**src/rtl/frame_scan_reader.sv**
```systemverilog
// Raster-order frame-buffer reader that streams pixels over valid/ready behind a credit-managed buffer.
// Optional FRAME_SCAN_LOOP_EN: rescan continuously, pulsing done on every end-of-frame handshake.
module frame_scan_reader #(
  parameter int Width     = 320,
  parameter int Height    = 240,
  parameter int ColorBits = 8,
  parameter int BufDepth  = 4,
  localparam int XW = $clog2(Width),
  localparam int YW = $clog2(Height)
) (
  input  logic                 clk,
  input  logic                 rst,
  input  logic                 start,
  output logic                 busy,
  output logic                 done,
  output logic [XW-1:0]        XRead,
  output logic [YW-1:0]        YRead,
  input  logic [ColorBits-1:0] RRead,
  input  logic [ColorBits-1:0] GRead,
  input  logic [ColorBits-1:0] BRead,
  output logic                 pix_valid,
  input  logic                 pix_ready,
  output logic [ColorBits-1:0] pix_r,
  output logic [ColorBits-1:0] pix_g,
  output logic [ColorBits-1:0] pix_b,
  output logic [XW-1:0]        pix_x,
  output logic [YW-1:0]        pix_y,
  output logic                 pix_sol,
  output logic                 pix_eol,
  output logic                 pix_eof
);

  localparam int PW = $clog2(BufDepth);
  localparam int CW = PW + 1;

  typedef enum logic [1:0] {IDLE, SCAN, DRAIN} state_t;

  typedef struct packed {
    logic [ColorBits-1:0] r;
    logic [ColorBits-1:0] g;
    logic [ColorBits-1:0] b;
    logic [XW-1:0]        x;
    logic [YW-1:0]        y;
    logic                 sol;
    logic                 eol;
    logic                 eof;
  } pix_t;

  state_t          r_state, w_stateNext;
  logic [XW-1:0]   r_x;
  logic [YW-1:0]   r_y;
  logic            r_inflight;
  logic [XW-1:0]   r_tagX;
  logic [YW-1:0]   r_tagY;
  logic            r_tagSol, r_tagEol, r_tagEof;
  pix_t            r_buf [BufDepth];
  logic [PW-1:0]   r_head, r_tail;
  logic [CW-1:0]   r_count;
  pix_t            w_head;
  logic [CW-1:0]   w_used;
  logic            w_issue, w_push, w_pop, w_valid;
  logic            w_lastX, w_lastY, w_lastAddr;
  logic            w_startScan, w_drainDone;

  // A read is only issued when its returning word is guaranteed a buffer slot.
  assign w_used     = r_count + CW'(r_inflight);
  assign w_issue    = (r_state == SCAN) && (w_used < CW'(BufDepth));
  assign w_lastX    = (r_x == XW'(Width - 1));
  assign w_lastY    = (r_y == YW'(Height - 1));
  assign w_lastAddr = w_lastX && w_lastY;
  assign w_valid    = (r_count != '0);
  assign w_push     = r_inflight;
  assign w_pop      = w_valid && pix_ready;
  assign w_head     = r_buf[r_head];

  always_ff @(posedge clk) begin
    if (rst) r_state <= IDLE;
    else     r_state <= w_stateNext;
  end

  always_comb begin
    w_stateNext = r_state;
    w_startScan = 1'b0;
    w_drainDone = 1'b0;
    case (r_state)
      IDLE: begin
        if (start) begin
          w_stateNext = SCAN;
          w_startScan = 1'b1;
        end
      end
      SCAN: begin
`ifndef FRAME_SCAN_LOOP_EN
        if (w_issue && w_lastAddr) w_stateNext = DRAIN;
`endif
      end
      DRAIN: begin
        if (!w_valid && !r_inflight) begin
          w_stateNext = IDLE;
          w_drainDone = 1'b1;
        end
      end
      default: w_stateNext = IDLE;
    endcase
  end

  // Wrap is by explicit compare so non-power-of-two frames count correctly.
  always_ff @(posedge clk) begin
    if (rst || w_startScan) begin
      r_x <= '0;
      r_y <= '0;
    end else if (w_issue) begin
      if (!w_lastX) begin
        r_x <= r_x + XW'(1);
      end else if (!w_lastY) begin
        r_x <= '0;
        r_y <= r_y + YW'(1);
      end
`ifdef FRAME_SCAN_LOOP_EN
      else begin
        r_x <= '0;
        r_y <= '0;
      end
`endif
    end
  end

  always_ff @(posedge clk) begin
    if (rst) begin
      r_inflight <= 1'b0;
      r_tagX     <= '0;
      r_tagY     <= '0;
      r_tagSol   <= 1'b0;
      r_tagEol   <= 1'b0;
      r_tagEof   <= 1'b0;
    end else begin
      r_inflight <= w_issue;
      if (w_issue) begin
        r_tagX   <= r_x;
        r_tagY   <= r_y;
        r_tagSol <= (r_x == '0);
        r_tagEol <= w_lastX;
        r_tagEof <= w_lastAddr;
      end
    end
  end

  always_ff @(posedge clk) begin
    if (w_push) r_buf[r_tail] <= {RRead, GRead, BRead, r_tagX, r_tagY, r_tagSol, r_tagEol, r_tagEof};
  end

  always_ff @(posedge clk) begin
    if (rst) begin
      r_head  <= '0;
      r_tail  <= '0;
      r_count <= '0;
    end else begin
      if (w_push) r_tail <= r_tail + PW'(1);
      if (w_pop)  r_head <= r_head + PW'(1);
      case ({w_push, w_pop})
        2'b10:   r_count <= r_count + CW'(1);
        2'b01:   r_count <= r_count - CW'(1);
        default: r_count <= r_count;
      endcase
    end
  end

`ifdef FRAME_SCAN_LOOP_EN
  logic r_eofDone;

  always_ff @(posedge clk) begin
    if (rst) r_eofDone <= 1'b0;
    else     r_eofDone <= w_pop && w_head.eof;
  end

  assign done = r_eofDone;
`else
  assign done = w_drainDone;
`endif

  assign busy      = (r_state != IDLE) && !w_drainDone;
  assign XRead     = r_x;
  assign YRead     = r_y;
  assign pix_valid = w_valid;
  assign pix_r     = w_head.r;
  assign pix_g     = w_head.g;
  assign pix_b     = w_head.b;
  assign pix_x     = w_head.x;
  assign pix_y     = w_head.y;
  assign pix_sol   = w_head.sol;
  assign pix_eol   = w_head.eol;
  assign pix_eof   = w_head.eof;

endmodule

```
**config.mk**
```make
export PLATFORM = sky130hd
export DESIGN_NAME = frame_scan_reader
export DESIGN_NICKNAME = d
export VERILOG_FILES = /design/src/rtl/frame_scan_reader.sv
export SDC_FILE = /design/constraint.sdc
export NUM_CORES = 1
export LEC_CHECK = 0
export ABC_AREA = 1
export BUFFER_PORTS_ARGS = -buffer_cell sky130_fd_sc_hd__buf_4
export CORE_MARGIN = 4
export CORE_UTILIZATION = 30
export DETAILED_ROUTE_END_ITERATION = 8
export PLACE_DENSITY = 0.51
export SETUP_SLACK_MARGIN = 0.1
export SLEW_MARGIN = 10
export SYNTH_ARGS = -nofsm -noshare
export SYNTH_HDL_FRONTEND = slang
export SYNTH_SLANG_ARGS = --single-unit
export TNS_END_PERCENT = 100
```
**constraint.sdc**
```tcl
create_clock -name clk -period 2.6 [get_ports clk]
set_clock_uncertainty 0.2 [all_clocks]
set_input_delay 0.52 -clock clk [delete_from_list [all_inputs] [get_ports clk]]
set_output_delay 0.52 -clock clk [all_outputs]
set_load 0.1 [all_outputs]
```
Word level (Yosys, flattened, before mapping)
Memory sizes are Yosys's and may differ from the RTL's. A register that Yosys moved wholly into a read port is not among the register bits. Index checks and enable logic that the tools add are counted.

Bits in registers: 47. Memory bits (writable): 176. Input bits: 28. Output and inout port bits: 64. Logic and storage cells: 65. Memories: 1.

Memories: r_buf (words 4, width 44, read ports 1, clocked after Yosys merged registers in 1, wr ports 1, line 56) `pix_t r_buf [BufDepth];`.

Add/subtract/negate cells: 7. Order comparisons: 1. Equality and inequality tests: 10. Muxes and demuxes: 15. Bitwise gates (word level): 1. Reduce and logical (&&, ||, !) cells: 18.

Operators with widths (count): $mux 9 (2); $mux 2 (5); $add 9x1->9 const B (1); $eq 9x9->1 const B (1); $logic_not 9->1 (1); $add 8x1->8 const B (1); $eq 8x8->1 const B (1); $logic_and 1x1->1 (6); $mux 1 (6); $ne 2x2->1 const B (3); $pmux 2 s3 (1); $pmux 3 s2 (1); $reduce_and 3->1 (2); $add 2x1->2 const B (2); $eq 2x1->1 const B (2); $eq 2x2->1 const B (2); $reduce_bool 2->1 (2); $add 3x1->3 (1); $add 3x1->3 const B (1); $logic_not 1->1 (3); $lt 3x3->1 const B (1); $reduce_bool 3->1 (1); $sub 3x1->3 const B (1); $logic_not 2->1 (1); 4 further kinds (4).

Depth between registers and ports, before layout
Gate-level depths: netlist of the first run.

Word-level depth: 7. Depth in mapped cells: 12. Depth with buffers taken out: 11.

Least setup slack after synthesis of the first run
OpenSTA, ideal clock, no wires.

Path type: flip-flop to output port. From: register r_inflight. To: output busy. Arrival: 3.960 ns. Data required time: 1.880 ns. Setup slack: -2.080 ns. Stages on the path, launching flop included: 5. Path buffers: 0. Path through: dfxtp_1 > inv_1 > nand4_1 > nor3_1 > nor2_1.

Word-level cells in the longest chain between the ends: 6.

RTL lines: from (decl) (line 52) `logic r_inflight;`; from (signal assigned) (line 137) `r_inflight <= w_issue;`; $logic_not 1->1 (line 98) `if (!w_valid && !r_inflight) begin`; $logic_and 1x1->1 (line 98); $mux 1 (line 98); $mux 1 (line 85) `case (r_state)`; net done (line 15) `output logic done,`; $logic_not 1->1 (line 181) `assign busy = (r_state != IDLE) && !w_drainDone;`; $logic_and 1x1->1 (line 181); to (decl) (line 14) `output logic busy,`.

The timed path passes the listed nets, and every way through them passes these cells.

==> flow_results.org, run 1 <==
** Finish
- Summing all flip-flop and latch instances after layout gives around 6300 sq um.
- Number of fill cells in the layout :: 2,646
- NumNets Final :: 935
- The multi-input combinational cells in the finished layout cover a total of 2714 sq um.
- Synthesis-to-finish area growth :: 40.86%
- Share of post-route cells with drive strength above 1 :: 26.83%
- Final design area excluding fillers :: 12,450 sq um
- The repair_antennas step left the layout with diodes totalling 0.

** STA
- Count of endpoints failing setup in the final report :: 0
- Headroom to the max-slew limit came out at 55.57%.
- In the post-route analysis, the smallest setup slack over all paths is between 70 and 80 ps.
- Final Max Slew Viols :: 0
- Worst slew pin tran :: 664.8 ps
- For the finished layout, the period the worst path requires is 2521 ps.
- Of the available clock period, the critical path in the final layout requires a little over nine tenths.
- Setup repair after global routing could not meet its margin everywhere.
- Highest achievable clock rate :: 0.3966 GHz
- Final-report hold violation count :: 0

** Clock network
- The tree is rooted in a clkbuf_16.
- Number of CTS-inserted buffers :: 24
- Clock tree sinks :: 225
- TritonCTS built the clock tree.
- In this run the number of H-tree levels came out at 1.
- After clock tree synthesis, the clock-pin slew on the worst setup and hold paths is 60 ps.
- Clock latency of the later-clocked register in the worst-skew pair :: 510 ps
- No sink is reached through more buffers than the 3 on the longest clock path.

** Setup path
- Dominant delay contributor by cell family on the critical path :: buffers and inverters
- Counting both buffers and inverters, the worst setup path holds a total of 3.
- The worst setup path is of the flip-flop to primary output kind.
- Crit path cell chain :: buf_4 -> buf_16 -> nor2_1 -> o22ai_2 -> buf_12
- Of all nets on the critical path, the largest fanout is 22.
- Slowest cell delay on critical path :: about 450 ps
- STA puts the critical path data arrival time at around 1800 ps.
- Critical Path Slowest Stage Cell :: dfxtp_4
- Launching element type of the critical path :: flip-flop
- Cell depth of the worst setup path :: 5
- Counting cells, the worst reg-to-reg path comes to 11.
- Crit path capture type :: primary output
- At the worst endpoint, the required time is 1880 ps.

** Yosys
- When the netlist entered floorplanning its net count stood at 794.
- EDFF count, synth :: approximately 180
- The most used flip-flop cell after synthesis is edfxtp_1.
- Leading cell types by total area after synthesis :: edfxtp_1 (60%), dfxtp_1 (11%), o21ai_0 (6.0%)
- Cell count after synthesis :: about 760
- Distinct cell type count of the synthesized netlist :: 30
- Commonest cells post-synth :: edfxtp_1 (176), nor2_1 (115), o21ai_0 (106)
- YS warnings :: 0
- Of the synthesized area, sequential elements account for 70.87%.
- Dominant cell by count in the synthesized netlist :: edfxtp_1
- In this run the cell area of the synthesized design comes to 8841 sq um.
- After synthesis the netlist holds a flip-flop and latch count of 225.
- Synthesized area per cell :: between 10 and 15 sq um
- For this run, asynchronously set or reset flops after synthesis account for 0%.
- Top cell type's share of synthesized area :: 59.78%
- Library cell with the largest summed area after synthesis :: edfxtp_1

** Place
- Worst setup slack before clock tree synthesis :: 346.1 ps
- Final weighted congestion in routability-driven placement :: 0.7795
- Half-perimeter wire length after placement :: 12.68 mm
- In this run the cell area measured after placement is around 11,000 sq um.
- Count of input and output buffers :: 91

** Die
- Die Ht :: 179.7 microns
- Chip Width :: 179.7 microns
- Area of the placeable core :: 28,860 sq um
- Cell Rows :: between 60 and 70
- 92 I/O pins were placed.
- For this configuration, the core starts out at a cell density of 30.64%.
- Total die area :: 32,280 sq um

** Global route
- Via count of the first global-routing pass :: 5,969
- Global-route wire length before repair :: 34.65 mm
- Global routing finished with a remaining overflow of 0.
- Entering global routing, the biggest net connects 45 pins.
- Initial antenna violation count :: 0
- Combined global-route utilization of all metal layers :: roughly an eighth

** Detailed routing
- In the final routed layout, each cell accounts on average for around 17 microns.
- Detailed-route vias per instance :: 4.700
- The pre-antenna-repair detailed-routing pass consisted of 4 iterations.
- DRC errors left :: 0
- The detail route stage leaves a number of antenna-violating nets equal to 0.
- The detailed router finished its first iteration with approximately 350 violations.
- DR vias :: 6,096
- The final layout contains routed wiring with a total length of 22.57 mm.

** Pwr
- VDD IR max :: 438.7 uV
- Total leakage power :: 4.444 nW
- For this design the ratio of total power to cell area is 837.1 nW/um^2.

** Hold path
- Worst Hold Depth :: 1
- The tightest min-delay check is of the input pin to flip-flop type.

** Flow run
- Max Cap Violations :: 0

** Run status
- Result of the run :: finished clean
==> sequential cells by signal (all words and copies together) (netlist names), named ones only <==
name	count
r_count	3
r_inflight	1
r_tagY	8
r_buf	176
r_tagEol	1
r_head	2
YRead	8
r_tagSol	1
r_tagEof	1
r_tagX	9
XRead	9
r_tail	2
r_state	2
==> stage by stage <==
| step | setup TNS, ps | power (mW) | util [%] | hold WS (ps) | cells |
|---|---|---|---|---|---|
| after floorplan | -243.2 | 6.083 | - | 242.2 | 757 |
| final | 0 | 10.42 | 43.15 | 24.26 | 1297 |
| after detailed placement | 0 | 6.647 | 36.42 | 261.2 | 1214 |
| after global routing | 0 | 10.81 | 43.15 | 10.87 | 1297 |
| after CTS | 0 | 10.31 | 41.92 | 1.779 | 1289 |
| after global placement | 0 | 6.641 | 36.42 | 255.1 | 1214 |
==> path summary, 6_finish.rpt <==
check / startpoint / end / slack, ps
hold / removal: GRead[1] / r_buf[1][29] / 20
hold reg to reg: r_head[1] / flip-flop / 260
setup / recovery: flip-flop / pix_x[0] / 80
setup reg to reg: r_count[0] / r_count[2] / 520
==> final cells by class <==
| class | instances | area share (%) |
|---|---|---|
| tap | 384 | 3.858 |
| inverter | 41 | 1.336 |
| multi-input combinational | 454 | 21.79 |
| clock inverter | 12 | 0.7435 |
| clock buffer | 29 | 4.973 |
| sequential | 225 | 50.42 |
| timing repair buffer | 151 | 16.83 |
| timing repair inverter | 1 | 0.05024 |
==> power breakdown <==
group / internal (mW) / total, mW / leakage [nW] / switching, mW
combinational: 1.14 / 3.26 / 2.09 / 2.12
sequential: 3.98 / 4.05 / 2.01 / 0.0749
clock: 1.79 / 3.11 / 0.342 / 1.33
total: 6.90 / 10.4 / 4.44 / 3.52
==> layer usage <==
| metal | track usage, % | vias to the layer above | wire length (microns) |
|---|---|---|---|
| li1 | - | 2992 | - |
| met5 | 0 | - | 0 |
| met1 | 19.21 | 2949 | 10910 |
| met2 | 20.88 | 122 | 10590 |
| met3 | 2.243 | 33 | 733 |
| met4 | 2.408 | 0 | 340 |
==> cells in the final DEF (no fill, tap or decap), types with 23 or more instances in the layout <==
cell type and instances:
buf_12 54, buf_4 54, clkbuf_16 29, dfxtp_1 45, nand2_1 83, o21ai_1 39, nor2_1 115, inv_1 30
dlygate4sd3_1 23, o21ai_0 61, a21oi_1 43, edfxtp_1 176, o22ai_2 24
==> cells by family (layout without fill, tap and decap cells) <==
family                   count (synthesis)  after routing  share of synthesized area [%]
XOR/XNOR                                 4              4                         0.3963
flip-flops                             225            225                          70.87
AND/OR/NAND/NOR                        245            245                          11.86
adder cells (fa/ha/maj)                  9              9                          1.359
buffers and inverters                   78            234                          3.764
AO/OA/AOI/OAI                          196            196                          11.75
==> repair_timing <==
| action | in CTS | in global routing |
|---|---|---|
| gates resized for setup | 140 | 73 |
| pin swaps | 6 | 10 |
| setup buffers | 5 | 2 |
| gates cloned | 6 | 6 |
| endpoints found under the setup margin | 46 | 44 |
| endpoints found under the hold margin | 89 | 0 |
| hold buffers | 23 | 0 |
No activity file was read; power rests on OpenSTA's default activity.
==> run 2: changes to the inputs <==
--- a/config.mk
+++ b/config.mk
@@ -8,9 +8,9 @@
 export ABC_AREA = 1
 export BUFFER_PORTS_ARGS = -buffer_cell sky130_fd_sc_hd__buf_4
 export CORE_MARGIN = 4
-export CORE_UTILIZATION = 30
+export CORE_UTILIZATION = 58
 export DETAILED_ROUTE_END_ITERATION = 8
-export PLACE_DENSITY = 0.51
+export PLACE_DENSITY = 0.84
 export SETUP_SLACK_MARGIN = 0.1
 export SLEW_MARGIN = 10
 export SYNTH_ARGS = -nofsm -noshare
==> run 2 against run 1 <==
Compared with the run above: count of clock-buffer cells in the layout rose by 1; the flow now finishes with violations (negative setup slack); largest power group unchanged; highest routed layer unchanged; register-to-register slack got worse by 80 ps; worst setup slack got worse by 89 ps; via count rose by 6.1%; total power fell by 2.0%.
==> flow_results.org, run 2 (synthesis results as in run 1) <==
** Clock network
- Cts hold-fix bufs :: 0 (-100%)
- The count of clock tree sinks is 225 (unchanged).
- Clock latency of the later-clocked register in the worst-skew pair :: 500 ps (about the same)
- Clock tree from TritonCTS :: built
- The maximum buffer depth of the clock tree came to 3 (unchanged).
- The clock slew at the register clock pins of the worst setup and hold paths was 70 ps (about the same).
- Clk Tree Root Cell :: clkbuf_16
- The level count of the clock H-tree was 1 (unchanged).
- The number of CTS-inserted buffers was 22 (-8.3%).

** Setup path
- Signal arrival time at the worst endpoint :: 1890 ps (+90 ps)
- CP Class :: flip-flop to primary output
- Launching element type of the critical path :: flip-flop
- Crit path capture type :: primary output
- Worst reg2reg setup slack :: 440 ps (-80 ps)
- Crit path cell chain :: buf_12 -> o21ai_0 -> o22ai_4 -> buf_8
- On the critical path, the stage with the largest delay is an instance of o21ai_0.
- The required time at the worst-slack endpoint is 1880 ps (about the same).
- Worst Reg-to-Reg Cells :: 11 (unchanged)
- The largest stage delay on the critical path was 470 ps (+20 ps).
- In this run the critical register-to-register path is launched from r_count[1].
- The biggest fanout along the worst timing path was 25 (+14%).
- Worst reg2reg path endpoint :: r_count[2]

** STA
- Count of endpoints failing setup in the final report :: 1 (+1)
- The final hold slack was 10.07 ps (-14.19 ps).
- The worst slew margin relative to its limit is 63.14% (+7.6 points).
- The final critical-path required period came to 2611 ps (+89.42 ps).
- The maximum clock rate was 0.3830 GHz (-3.4%).
- Worst Slack Setup Final :: -10.68 ps (-89.42 ps)
- Part of the cycle the worst path needs :: 100.4% (+3.4 points)
- Final Max Slew Viols :: 0 (unchanged)
- Setup repair after global routing could not meet its margin everywhere.
- The actual slew at the worst max-slew pin is 547.0 ps (-117.8 ps).
- Summed negative setup slack over all endpoints :: -10.68 ps (-10.68 ps)
- Final-report hold violation count :: 0 (unchanged)

** Global route
- The initial antenna violation count was 0 (unchanged).
- The aggregate global-route resource usage came to 23.09% (+9.9 points).
- The via count of the first global-routing pass came to 6,440 (+7.9%).
- GR Overflow Total :: 0 (unchanged)
- The largest net degree at the start of global routing came to 51 (+13%).
- The global-route wire length before repair is 32.43 mm (-6.4%).

** Die
- Number of primary I/O pins :: 92 (unchanged)
- Total die area :: 17,280 sq um (-46%)
- The die width came to 131.5 microns (-27%).
- The initial standard-cell utilization of the core is 59.92% (+29 points).
- The number of rows created at floorplan is 44 (-29%).
- Area of the placeable core :: 14,750 sq um (-49%)
- Die Ht :: 131.5 microns (-27%)

** Place
- Final weighted congestion in routability-driven placement :: 0.8890 (+14%)
- Post-place instance area :: 10,210 sq um (-2.8%)
- The placed cell count is 1,011 (-17%).
- The minimum setup slack after placement is 289.3 ps (-56.86 ps).
- The quantity of I/O buffers inserted on ports came to 91 (unchanged).
- Half-perimeter wire length after placement :: 11.89 mm (-6.2%)

** Detailed routing
- The final routed wire length divided by cell count is 21.78 microns (+25%).
- The number of DRC violations after detailed-routing iteration 0 was 668 (+89%).
- First-pass iteration count of the detailed router :: 5 (+1)
- The post-detailed-route DRC marker count is 0 (unchanged).
- Total wire length after detailed routing :: 23.09 mm (+2.3%)
- The via count is 6,466 (+6.1%).
- Detailed-route vias per instance :: 6.100 (+30%)
- Remaining number of nets flagged by the antenna check after routing :: 0 (unchanged)

** Finish
- From synthesis to final layout, the design area changed by 30.26%.
- Share of post-route cells with drive strength above 1 :: 25.57% (-1.3 points)
- Register with the most flip-flops :: r_buf
- Number of antenna cells inserted :: 0 (unchanged)
- Max FFs per register :: 176 (unchanged)
- Final design area excluding fillers :: 11,520 sq um (-7.5%)
- In the layout the commonest cells are edfxtp_1 (176), nor2_1 (115), nand2_1 (83), o21ai_0 (74), buf_4 (55).
- The core occupancy in the finished layout is 78.05% (+35 points).
- NumNets Final :: 897 (-4.1%)
- Leaving out fill and tap cells, the most frequent cell in the layout is edfxtp_1.
- Final std cells w/o fill :: 1,060 (-18%)

** Hold path
- The min-delay analysis places its worst path in the category input pin to flip-flop.
- Hold Path End :: r_buf[0][26]
- The hold path depth was 1 (unchanged).
- Start point of the worst min-delay path :: BRead[6]

** Run status
- The checks that failed: negative setup slack.
- The run finished, with violations left.

** Pwr
- VDD IR max :: 499.6 uV (+14%)
- The total power after layout came to 10.22 mW (-2.0%).
- The standby leakage power was 4.185 nW (-5.8%).
- Cell Pwr Density :: 887.5 nW/um^2 (+6.0%)

** Flow run
- Max Cap Violations :: 0 (unchanged)
[run 2: changes by cell type in the layout (fill, tap and decap cells not counted), sizes merged]
cell	delta
clkinvlp	-2
inv	-1
dlygate4sd3	-23
buf	-11
bufinv	+1
clkinv	-1
[run 2: area by class of cell]
class | count | area, sq um
fill | 802 | 3238
tap | 184 | 230.2
clock buffer | 30 | 611.8
multi-input combinational | 454 | 2695
sequential | 225 | 6275
inverter | 41 | 161.4
clock inverter | 10 | 102.6
timing repair buffer | 116 | 1440
[run 2: where the power goes]
part           switching [mW]  total, mW  leakage (nW)  internal [mW]
Sequential             0.0744       4.05          2.01           3.97
Clock                    1.31       3.16         0.355           1.85
Combinational            2.11       3.01          1.82          0.903
Total                    3.49       10.2          4.19           6.73
[run 2: timing repair]
action	CTS	global route
pin swaps	2	5
cloned	1	5
resized for setup	89	55
setup buffers	2	1
hold endpoints to repair	0	0
endpoints found under the setup margin	46	46
[run 2: critical path, delay by kind of cell, from the launching register on]
family,cells,cell delay (ps)
AO/OA/AOI/OAI,2,620
buffers and inverters,2,370
flip-flops,1,390
[run 2: layer usage]
metal	wire length (microns)	track usage (%)
met3	2110	4.778
met4	501	7.701
met1	8237	28.19
met5	0	0
met2	12240	41.17
[run 2: worst max path at each step]
stage,start,endpoint
finish,flip-flop,pix_r[0]
global route,flip-flop,pix_r[0]
CTS,flip-flop,pix_r[5]
detailed placement,flip-flop,pix_x[2]
global placement,flip-flop,pix_b[3]
floorplan,r_inflight,busy
==> run 3: changes to the inputs <==
--- a/config.mk
+++ b/config.mk
@@ -7,9 +7,12 @@
 export LEC_CHECK = 0
 export ABC_AREA = 1
 export BUFFER_PORTS_ARGS = -buffer_cell sky130_fd_sc_hd__buf_4
+export CELL_PAD_IN_SITES_DETAIL_PLACEMENT = 1
+export CELL_PAD_IN_SITES_GLOBAL_PLACEMENT = 1
 export CORE_MARGIN = 4
-export CORE_UTILIZATION = 58
+export CORE_UTILIZATION = 47
 export DETAILED_ROUTE_END_ITERATION = 8
+export GPL_TIMING_DRIVEN = 0
 export PLACE_DENSITY = 0.84
 export SETUP_SLACK_MARGIN = 0.1
 export SLEW_MARGIN = 10
==> run 3 against run 2 <==
Compared with the run above: largest power group unchanged; first-iteration DRC count is 33% higher; combinational power rose by 21%; critical endpoint is now pix_g[4]; clock power increased by 8.5%; total power up 9.0%; fmax is 2.7% lower; global-route usage up 5.2 points; utilization shrank 8.8 points; die area increased by 22%; critical path depth grew 1; worst setup slack lost 71 ps; sequential share of layout area down 4.7 points; the run still ends with negative setup slack left.
==> flow_results.org, run 3 (synthesis results as in run 1) <==
** Detailed routing
- Total wire length after detailed routing :: 34.40 mm (+49%)
- Average detailed-routed wire length per instance :: 29.86 microns (+37%)
- The number of search-and-repair iterations in the first detailed-routing pass came to 5 (unchanged).
- Iter 0 DRT Violations :: 890 (+33%)
- The count of antenna-violating nets left after detailed routing was 0 (unchanged).
- Detailed-route vias per instance :: 6.210 (+1.8%)
- DRC errors left :: 0 (unchanged)
- DR vias :: 7,154 (+11%)

** Pwr
- The standby leakage power came to 4.538 nW (+8.4%).
- Cell Pwr Density :: 883.5 nW/um^2 (-0.45%)
- The worst-case vdd ir drop came to 435.9 uV (-13%).

** Clock network
- The maximum buffer depth of the clock tree was 3 (unchanged).
- Clock tree sinks :: 225 (unchanged)
- The level count of the clock H-tree came to 1 (unchanged).
- The number of CTS-inserted buffers is 24 (+9.1%).
- Clock latency of the later-clocked register in the worst-skew pair :: 520 ps (+20 ps)
- TritonCTS built the clock tree.
- The clock slew at the register clock pins of the worst setup and hold paths is 70 ps (about the same).
- Clk Tree Root Cell :: clkbuf_16

** Place
- The HPWL after detailed placement is 16.56 mm (+39%).
- Count of input and output buffers :: 91 (unchanged)
- The final weighted congestion of routability-driven global placement is 0.8512 (-4.3%).
- Worst setup slack before clock tree synthesis :: -91.47 ps (-380.7 ps)

** Setup path
- Critical Path Slowest Stage Cell :: o21ai_1
- The required time at the worst-slack endpoint came to 1880 ps (about the same).
- CP Class :: flip-flop to primary output
- STA classifies the critical path endpoint as a primary output.
- Launching element type of the critical path :: flip-flop
- The critical path goes through buf_12 -> buf_4 -> o21ai_1 -> o22ai_4 -> buf_12.
- Top cell by count, worst path :: buf_12
- The biggest fanout along the worst timing path was 10 (-60%).
- The largest stage delay on the critical path came to 400 ps (-70 ps).
- Signal arrival time at the worst endpoint :: 1960 ps (+70 ps)

** Finish
- Max FFs per register :: 176 (unchanged)
- Final Util :: 69.24% (-8.8 points)
- In the layout the commonest cells are edfxtp_1 (176), nand2_1 (83), nor2_1 (70), buf_4 (55), buf_12 (51).
- Register with the most flip-flops :: r_buf
- The fraction of final layout cells sized beyond drive strength 1 is 34.64% (+9.1 points).
- Synthesis-to-finish area growth :: 42.60%
- The net total in the final layout came to 940 (+4.8%).
- Number of fill cells in the layout :: 1,665 (+110%)
- Most common library cell in the layout ignoring fill and taps :: edfxtp_1

** Die
- The floorplan die area was 21,070 sq um (+22%).
- Starting density of the core :: 48.55% (-11 points)
- The floorplan die height is 145.2 microns (+10%).
- The I/O pin total was 92 (unchanged).
- The die width was 145.2 microns (+10%).
- Area of the placeable core :: 18,210 sq um (+23%)
- Cell Rows :: 49 (+11%)

** Run status
- Result of the run :: finished with violations
- Violated checks :: negative setup slack

** Flow run
- Max Cap Violations :: 0 (unchanged)

** STA
- Final-report hold violation count :: 0 (unchanged)
- The final count of pins violating max slew came to 0 (unchanged).
- Post-route minimum period :: 2682 ps (+71.08 ps)
- Setup repair after global routing could not meet its margin everywhere.
- Count of endpoints failing setup in the final report :: 6 (+5)
- Worst slew pin tran :: 652.1 ps (+105.0 ps)
- Worst Slack Setup Final :: -81.76 ps (-71.08 ps)
- Slew Limit Headroom :: 56.53% (-6.6 points)
- Highest achievable clock rate :: 0.3729 GHz (-2.7%)
- Part of the cycle the worst path needs :: 103.1% (+2.7 points)

** Hold path
- Hold Crit Class :: input pin to flip-flop

** Global route
- GR Overflow Total :: 0 (unchanged)
- Via count of the first global-routing pass :: 7,455 (+16%)
- The aggregate global-route resource usage is 28.32% (+5.2 points).
- The global-route wire length before repair came to 46.19 mm (+42%).
- Pin count of the biggest net entering global routing :: 34 (-33%)
- The initial antenna violation count is 3 (+3).
==> run 3: changes by cell type in the layout (fill, tap and decap cells not counted), moves of 4 or more <==
cell,delta
buf_12,+25
buf_6,-10
buf_8,-9
clkbuf_1,+5
clkbuf_8,+13
clkinv_2,-4
dlygate4sd3_1,+19
nor2_1,-45
nor2_2,+23
nor2_4,+22
o21ai_0,-37
o21ai_1,+9
o21ai_2,+24
o21ai_4,+4
==> run 3: repair_timing <==
| item | 4_1_cts | 5_1_grt |
|---|---|---|
| pin swaps | 7 | 26 |
| setup endpoints to repair | 46 | 47 |
| endpoints found under the hold margin | 56 | 11 |
| gates resized for setup | 280 | 127 |
| gates cloned | 0 | 3 |
| setup buffers | 1 | 2 |
| hold buffers | 16 | 3 |
==> run 3: final cells by class <==
type                       count  area [sq um]  area share (%)
timing repair buffer         120          1589           12.60
tap                          229         286.5           2.273
multi-input combinational    454          3060           24.28
clock inverter                 6         46.29          0.3672
clock buffer                  38         713.2           5.657
inverter                      41         171.4           1.360
buffer                        37         462.9           3.672
antenna                        2         5.005         0.03970
sequential                   225          6272           49.75
==> run 3: final timing paths <==
check,from,to,slack (ps),cells after the start
min reg2reg,r_state[1],r_state[1],330,2
min,BRead[2],r_buf[3][22],9,1
max,flip-flop,pix_g[4],-80,5
max reg2reg,r_count[1],r_count[2],160,12
==> run 3: power by group <==
part | total [mW] | internal (mW) | switching, mW
Sequential | 4.07 | 3.97 | 0.0920
Combinational | 3.64 | 1.23 | 2.41
Clock | 3.43 | 1.89 | 1.54
Total | 11.1 | 7.10 | 4.04
==> run 3: stage by stage <==
step	area (sq um)	setup TNS (ps)	cells	total power, mW	hold WS, ps
after floorplan	9283	-243.2	757	6.083	242.2
after global placement	10250	-19100	1077	6.615	253.0
after detailed placement	10330	-876.3	1081	6.708	280.2
after CTS	12120	0	1142	10.57	1.125
after global routing	12610	-569.2	1152	11.40	1.918
final	12610	-151.0	1152	11.14	9.430
==> run 3: worst max-delay path: cells and delay by family, from the launching register on <==
family                 cells  cell delay [ps]
AO/OA/AOI/OAI              2              570
buffers and inverters      3              520
flip-flops                 1              330
==> run 3: layer usage <==
| metal | routed length (microns) | up-vias | global-route usage [%] | share of wire [%] |
|---|---|---|---|---|
| li1 | - | 2991 | - | - |
| met1 | 12570 | 3603 | 34.05 | 37 |
| met2 | 17930 | 452 | 51.20 | 52 |
| met3 | 2474 | 106 | 4.958 | 7.2 |
| met4 | 1417 | 2 | 10.54 | 4.1 |
| met5 | 13 | - | 0 | 0.038 |
